<file path="config.mk">
export PLATFORM = sky130hd
export DESIGN_NAME = pipeline_event_monitor_flat
export DESIGN_NICKNAME = d
export VERILOG_FILES = /design/src/rtl/pipeline_event_monitor_if.sv /design/src/rtl/pipeline_event_monitor.sv /design/src/flat_wrapper.sv
export SDC_FILE = /design/constraint.sdc
export NUM_CORES = 1
export LEC_CHECK = 0
export ABC_AREA = 1
export BUFFER_PORTS_ARGS = -buffer_cell sky130_fd_sc_hd__buf_2
export CORE_ASPECT_RATIO = 1.25
export CORE_UTILIZATION = 40
export CTS_CLUSTER_DIAMETER = 80
export DETAILED_ROUTE_END_ITERATION = 8
export GPL_TIMING_DRIVEN = 1
export PLACE_DENSITY = 0.64
export SLEW_MARGIN = 10
export SYNTH_ARGS = -nofsm -noshare
export SYNTH_HDL_FRONTEND = slang
export SYNTH_SLANG_ARGS = --single-unit
</file>
<file path="constraint.sdc">
create_clock -name clk -period 5.45 [get_ports clk]
set_clock_uncertainty 0.1 [all_clocks]
set_input_delay 0.8175 -clock clk [delete_from_list [all_inputs] [get_ports clk]]
set_output_delay 0.8175 -clock clk [all_outputs]
set_load 0.03 [all_outputs]
</file>
<file path="src/rtl/pipeline_event_monitor_if.sv">
// Debug-tap and readout bundle between the RISC-V pipeline taps and the event monitor.
// The master side drives the taps and the readout select; the monitor is the slave.
interface pipeline_event_monitor_if #(
    parameter int CNT_WIDTH = 32,
    parameter int PC_WIDTH  = 32
);
    logic                 en;
    logic                 clr;
    logic [PC_WIDTH-1:0]  pc_mem;
    logic                 pcsrc;
    logic                 pipeline_stall;
    logic [1:0]           forward_a;
    logic [1:0]           forward_b;
    logic [2:0]           cnt_sel;
    logic [CNT_WIDTH-1:0] cnt_value;
    logic                 halted;
    logic                 overflow;

    modport master (
        output en, clr, pc_mem, pcsrc, pipeline_stall, forward_a, forward_b, cnt_sel,
        input  cnt_value, halted, overflow
    );

    modport slave (
        input  en, clr, pc_mem, pcsrc, pipeline_stall, forward_a, forward_b, cnt_sel,
        output cnt_value, halted, overflow
    );
endinterface

</file>
<file path="src/rtl/pipeline_event_monitor.sv">
// Pipeline performance/halt monitor: saturating event counters, stuck-PC halt
// detection and a registered-source readout mux.
module pipeline_event_monitor #(
    parameter int CNT_WIDTH   = 32,
    parameter int PC_WIDTH    = 32,
    parameter int HALT_CYCLES = 8
) (
    input  logic                     clk,
    input  logic                     reset,
    pipeline_event_monitor_if.slave  mon
);
    localparam int NUM_CNT = 5;

    typedef enum logic [1:0] {IDLE, RUN, HALTED} state_t;

    state_t                              state;
    logic [NUM_CNT-1:0][CNT_WIDTH-1:0]   cnt;
    logic [NUM_CNT-1:0][CNT_WIDTH-1:0]   cnt_nxt;
    logic [NUM_CNT-1:0]                  ev;
    logic [NUM_CNT-1:0]                  sat;
    logic [7:0]                          stuck;
    logic [PC_WIDTH-1:0]                 prev_pc;
    logic [PC_WIDTH-1:0]                 halt_pc;
    logic                                prev_valid;
    logic                                halted_q;
    logic                                overflow_q;
    logic                                same_pc;
    logic                                stuck_inc;
    logic                                halt_hit;
    logic [CNT_WIDTH-1:0]                rd_value;

    // Counter order matches readout selects 0..4: cyc, stl, br, fa, fb.
    assign ev = {mon.forward_b != 2'b00, mon.forward_a != 2'b00,
                 mon.pcsrc, mon.pipeline_stall, 1'b1};

    genvar i;
    generate
        for (i = 0; i < NUM_CNT; i++) begin : g_cnt
            assign sat[i]     = ev[i] && (cnt[i] == {CNT_WIDTH{1'b1}});
            assign cnt_nxt[i] = (ev[i] && !sat[i]) ? cnt[i] + CNT_WIDTH'(1) : cnt[i];
        end
    endgenerate

    // A stalled sample with an unchanged PC neither extends nor breaks the run.
    assign same_pc   = prev_valid && (mon.pc_mem == prev_pc);
    assign stuck_inc = same_pc && !mon.pipeline_stall;
    assign halt_hit  = stuck_inc && (stuck == 8'(HALT_CYCLES - 1));

    always_ff @(posedge clk or negedge reset) begin
        if (!reset) begin
            state      <= IDLE;
            cnt        <= '0;
            stuck      <= '0;
            prev_pc    <= '0;
            prev_valid <= 1'b0;
            halt_pc    <= '0;
            halted_q   <= 1'b0;
            overflow_q <= 1'b0;
        end else if (mon.clr) begin
            state      <= IDLE;
            cnt        <= '0;
            stuck      <= '0;
            prev_pc    <= '0;
            prev_valid <= 1'b0;
            halt_pc    <= '0;
            halted_q   <= 1'b0;
            overflow_q <= 1'b0;
        end else begin
            case (state)
                IDLE: if (mon.en) state <= RUN;
                RUN: begin
                    cnt        <= cnt_nxt;
                    prev_pc    <= mon.pc_mem;
                    prev_valid <= mon.en;
                    if (|sat) overflow_q <= 1'b1;
                    if (stuck_inc)    stuck <= stuck + 8'd1;
                    else if (!same_pc) stuck <= '0;
                    // Halt wins over a simultaneous en drop; the run is over either way.
                    if (halt_hit) begin
                        state    <= HALTED;
                        halted_q <= 1'b1;
                        halt_pc  <= mon.pc_mem;
                    end else if (!mon.en) begin
                        state <= IDLE;
                    end
                end
                default: ;
            endcase
        end
    end

    always_comb begin
        rd_value = '0;
        case (mon.cnt_sel)
            3'd0:    rd_value = cnt[0];
            3'd1:    rd_value = cnt[1];
            3'd2:    rd_value = cnt[2];
            3'd3:    rd_value = cnt[3];
            3'd4:    rd_value = cnt[4];
            3'd5:    rd_value = CNT_WIDTH'(stuck);
            3'd6:    rd_value = CNT_WIDTH'(halt_pc);
            default: rd_value = '0;
        endcase
    end

    assign mon.cnt_value = rd_value;
    assign mon.halted    = halted_q;
    assign mon.overflow  = overflow_q;
endmodule

</file>
<file path="src/flat_wrapper.sv">
// flat-port wrapper written by rule: the top's interface ports become plain ports
module pipeline_event_monitor_flat 
#(
    parameter int CNT_WIDTH   = 32,
    parameter int PC_WIDTH    = 32,
    parameter int HALT_CYCLES = 8
)
  (clk, reset, mon_en, mon_clr, mon_pc_mem, mon_pcsrc, mon_pipeline_stall, mon_forward_a, mon_forward_b, mon_cnt_sel, mon_cnt_value, mon_halted, mon_overflow);
  pipeline_event_monitor_if #(.CNT_WIDTH(CNT_WIDTH), .PC_WIDTH(PC_WIDTH)) mon_i ();
  input  logic clk;
  input  logic reset;
  input wire logic [$bits(mon_i.en)-1:0] mon_en;
  input wire logic [$bits(mon_i.clr)-1:0] mon_clr;
  input wire logic [$bits(mon_i.pc_mem)-1:0] mon_pc_mem;
  input wire logic [$bits(mon_i.pcsrc)-1:0] mon_pcsrc;
  input wire logic [$bits(mon_i.pipeline_stall)-1:0] mon_pipeline_stall;
  input wire logic [$bits(mon_i.forward_a)-1:0] mon_forward_a;
  input wire logic [$bits(mon_i.forward_b)-1:0] mon_forward_b;
  input wire logic [$bits(mon_i.cnt_sel)-1:0] mon_cnt_sel;
  output wire logic [$bits(mon_i.cnt_value)-1:0] mon_cnt_value;
  output wire logic [$bits(mon_i.halted)-1:0] mon_halted;
  output wire logic [$bits(mon_i.overflow)-1:0] mon_overflow;
  assign mon_i.en = mon_en;
  assign mon_i.clr = mon_clr;
  assign mon_i.pc_mem = mon_pc_mem;
  assign mon_i.pcsrc = mon_pcsrc;
  assign mon_i.pipeline_stall = mon_pipeline_stall;
  assign mon_i.forward_a = mon_forward_a;
  assign mon_i.forward_b = mon_forward_b;
  assign mon_i.cnt_sel = mon_cnt_sel;
  assign mon_cnt_value = mon_i.cnt_value;
  assign mon_halted = mon_i.halted;
  assign mon_overflow = mon_i.overflow;
  pipeline_event_monitor #(.CNT_WIDTH(CNT_WIDTH), .PC_WIDTH(PC_WIDTH), .HALT_CYCLES(HALT_CYCLES)) u_core (.clk(clk), .reset(reset), .mon(mon_i));
endmodule
</file>
* After elaboration in Yosys (flattened, before gate mapping) *
Cells that the tools add are included.
Widths: inputs -> output; s select.

storage, ports and cells
  input port bits = 45
  register bits = 237
  output and inout bits = 34
  logic and storage cells = 104

operators by class
  reductions and logical operators = 38
  add/sub/neg operators = 6
  eq/ne operators = 18
  muxes and demuxes = 30

operator list
  kind                   count
  $mux 160               2
  $mux 32                10
  $pmux 32 s7            1
  $add 32x1->32 const B  5
  $eq 32x32->1 const B   5
  $eq 32x32->1           1
  $mux 8                 4
  $reduce_bool 2->1      9
  $reduce_and 2->1       8
  $logic_and 1x1->1      11
  $eq 3x3->1 const B     3
  $add 8x1->8 const B    1
  $eq 8x3->1 const B     1
  $mux 1                 8
  $mux 2                 4
  $eq 3x2->1 const B     2
  $ne 3x3->1 const B     2
  $logic_not 1->1        5
  $reduce_or 5->1        1
  $ne 4x3->1 const B     1
  $pmux 2 s2             1
  $eq 3x1->1 const B     1
  $logic_not 3->1        1
  $reduce_and 3->1       1
  4 further kinds        4

* Logic depth before layout (Yosys ltp) *
  depth in word-level cells = 7
  gate-level depth with buffers = 13
  mapped depth without buffers = 13

* Least setup slack after synthesis *
No wires, ideal clock.

  path kind = input to output
  start = in mon_cnt_sel[2]
  end = out mon_cnt_value[29]
  stages = 5
  buffers on the path = 2
  data arrival time = 2400 ps
  slack = 2133 ps
  required time = 4533 ps
  path through = buf_2 -> nor3_2 -> clkinv_1 -> clkbuf_1 -> o21ai_0

between the ends
  cells in the longest elaborated chain, start to end = 2
  elaborated cells between the ends (all ways) = 8
  classes of those cells = eq/ne (6); mux (1); reduce/logical (1)

RTL lines
  item                                line                          source
  from (decl)                         flat_wrapper.sv:19            input wire logic [$bits(mon_i.cnt_sel)-1:0] mon_cnt_sel;
  $eq 3x3->1 (tied with other cells)  pipeline_event_monitor.sv:94  case (mon.cnt_sel)
  $pmux 32 s7 *                       pipeline_event_monitor.sv:94
  to (decl)                           flat_wrapper.sv:20            output wire logic [$bits(mon_i.cnt_value)-1:0] mon_cnt_value;

Mark *: on every way between the ends. The rest lies on a longest branch, timed or not.

* Worst setup path after layout *
  start = in mon_cnt_sel[2]
  end = out mon_cnt_value[1]

Same word-level chain as after synthesis.

==> impl_results.md <==
- Outcome: complete, no violations
- Max clock buf depth: 3
- Sequential share of the synthesized area: 37.4%
- Skew-Pair Late Insertion Delay: 0.58 ns
- CP Cell Sequence: buf_2, inv_1, nand2_1, inv_1, nand2_1, o21ai_0, a221oi_1, o2111ai_1, buf_2
- Minimum clock period: 3.97 ns
- CTS sink count: 237
- Port Buffers: 78
- Setup crit end kind: primary output
- Row Count: 81
- Fmax: 252 MHz
- Total GRT Usage: 31.1%
- Startpoint types: primary input
- Rel. slew slack: 28.4%
- Max capacitance violation total: 0
- TritonCTS Buffers: 28
- Hold Crit Class: in2async
- Leak Pwr: 7.48 nW
- Synthesized area per cell: 6.71 µm²
- Post-Syn Area: 0.0159 mm²
- Die Y: 225 µm
- Final hold vios: 0
- Critical Path Start: mon_cnt_sel[2]
- WL met3: 4460 µm
- Hold_buf cts: 0
- DP Worst Slack: 1.58 ns
- FF-to-FF path depth: 12
- Io pins: 79
- Synthesized flop and latch total: 237
- Setup_tns: 0 ns
- PwrDens: 238 mW/mm²
- Chip width: 180 µm
- Largest family of logic cells by synthesized area: simple AND/OR/NAND/NOR gates
- Clock Tree Root: clkbuf_16
- First-pass iteration count of the detailed router: 6
- Crit share post-route: 72.9%
- Residual DRC count: 0
- Syn Inst Count: 2,363
- YS warnings: 0
- Antenna-violating nets left: 0
- Met2 Wirelength: 29,300 µm
- Final Slew Violations: 0
- Setup crit end: mon_cnt_value[1]
- Vias: 16,714
- CP max FO: 17
- Dpl hpwl: 48,000 µm
- H-tree depth: 1
- Resized Gates After CTS: 0
- CTS tree: done
- Complex-gate fraction of the synthesized area: 12.9%
- Fin nets: 2,453
- Slew @ Worst Pin: 1.07 ns
- Hold Slack: 0.114 ns
- Setup-failing EPs final: 0
- Global-route wire length before repair: 95,900 µm
- Adder-Cell Fraction of Synth Area: 0.473%
- Critical path class: in2out
- CP max-delay cell: nand2_1
- Global placement routability congestion: 1.01
- VDD IR max: 0.280 mV
- Area delta synth->final: 10.8%
- Core Region: 0.0391 mm²
- Reg-to-Reg End: u_core.cnt[109]
- Mux contribution to synthesized area: 0%
- Final worst setup slack: 1.48 ns
- Unrepaired setup endpoints after global routing: no
- Initial antenna violation count: 1
- WL met1: 24,900 µm
- Postcts setup bufs: 0
- Reg2reg start: u_core.cnt[96]
- Vias in the first global route: 16,086
- Initial Utilization: 40.6%
- Cell Count, Final, Fillers Out: 2,923
- Syn Nets: 2,414
- Initial DRC count: 1,375
- Reg-to-reg slack, setup: 2.09 ns
- Worst path arrival time: 3.06 ns
- CP max stage delay: 0.48 ns
- Die ar.: 0.0405 mm²
- Post-synthesis xor/xnor area fraction: 2.82%
- Synth unique cells: 50
- Drt total wl: 62,500 µm
- Clock Pin Slew Worst Setup and Hold Paths: 0.06 ns
- Data required, critical path: 4.53 ns
- Highest metal used: met4
- Simple-Gate Fraction of Synth Area: 37.3%
- Share of layout cells above drive strength 1: 8.04%
- Wire per inst: 21.4 µm
- Gr ovfl total: 0
- Largest net degree at the start of global routing: 103
- Via/cell ratio: 5.72
- Cells after DPL: 2,870
[flip-flops by register name, indices dropped and copies added (netlist names)]
name	count
u_core.cnt	160
u_core.state	2
u_core.mon.halted	1
u_core.halt_pc	32
u_core.stuck	8
u_core.prev_valid	1
u_core.prev_pc	32
u_core.mon.overflow	1
[worst max-delay path, delay by kind of cell]
kind	cells	cell delay [ns]
AO/OA/AOI/OAI	3	0.67
buffers and inverters	4	0.95
AND/OR/NAND/NOR	2	0.62
[power breakdown]
group	internal (W)	switching (W)	total [W]
logic	0.0000885	0.000325	0.000413
registers	0.00179	0.0000297	0.00182
clock network	0.00114	0.000814	0.00195
[Yosys cell counts, drive strengths merged]
library cell    n  area (µm²)
a31oi           3        18.8
a221oi         20         175
nor3b           4        30.0
a22oi           2        15.0
clkinv          3        11.3
nor4            5        46.3
o21a            9        67.6
and3            2        12.5
and2            1        6.26
nor2          299        1160
xor2           45         394
a211oi          1        7.51
o22ai          22         138
nand3b          4        30.0
inv           284        1070
buf            33         183
o21ai         159         833
a21boi          1        7.51
o31ai          33         248
o2111ai        13         114
a21o            1        7.51
xnor2           6        52.6
o211ai          2        15.0
o221ai         12         105
nand2         694        2630
dfrtp         237        5930
a21oi          60         300
clkbuf         48         180
nand3         124         631
or2             2        12.5
nand4         112         707
nor3          116         653
ha              6        75.1
[metal layers]
layer,up-vias,track usage [%]
li1,7901,-
met2,699,52.2
met5,-,0
met4,0,17.6
met1,7939,38.1
met3,175,4.68
[cells in the final DEF (no fill, tap or decap), drive strengths merged, types with 9 or more instances in the layout]
master and instances:
clkbuf 41, nand2 694, nor2 299, o21a 9
nand3 124, o31ai 33, a221oi 20, nor3 116
buf 90, nand4 112, inv 284, o22ai 22
o221ai 12, o21ai 159, clkinv 9, dfrtp 237
o2111ai 13, xor2 45, a21oi 60
[area by class of cell]
| type | count | area, µm² |
|---|---|---|
| Multi-Input combinational cell | 1758 | 8500 |
| Clock buffer | 41 | 861 |
| Sequential cell | 237 | 5930 |
| Timing Repair Buffer | 90 | 493 |
| Antenna cell | 1 | 2.50 |
| Inverter | 287 | 1080 |
| Clock inverter | 11 | 90.1 |
| Fill cell | 4107 | 21500 |
| Tap cell | 498 | 623 |
[worst min path at each step]
stage / cells after the start / slack, ns / startpoint / endpoint
detailed placement: 2 / 0.39 / u_core.cnt[50] / u_core.cnt[50]
CTS: 1 / 0.19 / reset / u_core.cnt[19]
finish: 1 / 0.11 / reset / u_core.cnt[19]
global route: 1 / 0.22 / reset / u_core.cnt[19]
global placement: 2 / 0.39 / u_core.cnt[20] / u_core.cnt[20]
floorplan: 2 / 0.37 / u_core.halt_pc[10] / u_core.halt_pc[10]
[stage by stage]
stage / cell area, µm² / total power [W] / util [%]
finish: 17600 / 0.00419 / 44.9
detailed placement: 16600 / 0.00226 / 42.5
CTS: 17600 / 0.00422 / 44.9
global route: 17600 / 0.00433 / 44.9
floorplan: 15900 / 0.00210 / -
global placement: 16600 / 0.00226 / 42.5
[cell families (layout without fill, tap and decap cells)]
group                      after synthesis  count (layout)
adders and majority gates                6               6
DFF                                    237             237
AOI/OAI and AO/OA                      338             338
xor gates and xnor gates                51              51
buffers and inverters                  368             429
other                                    0               1
and+or+nand+nor                       1363            1363
No activity file was read; power rests on OpenSTA's default activity.
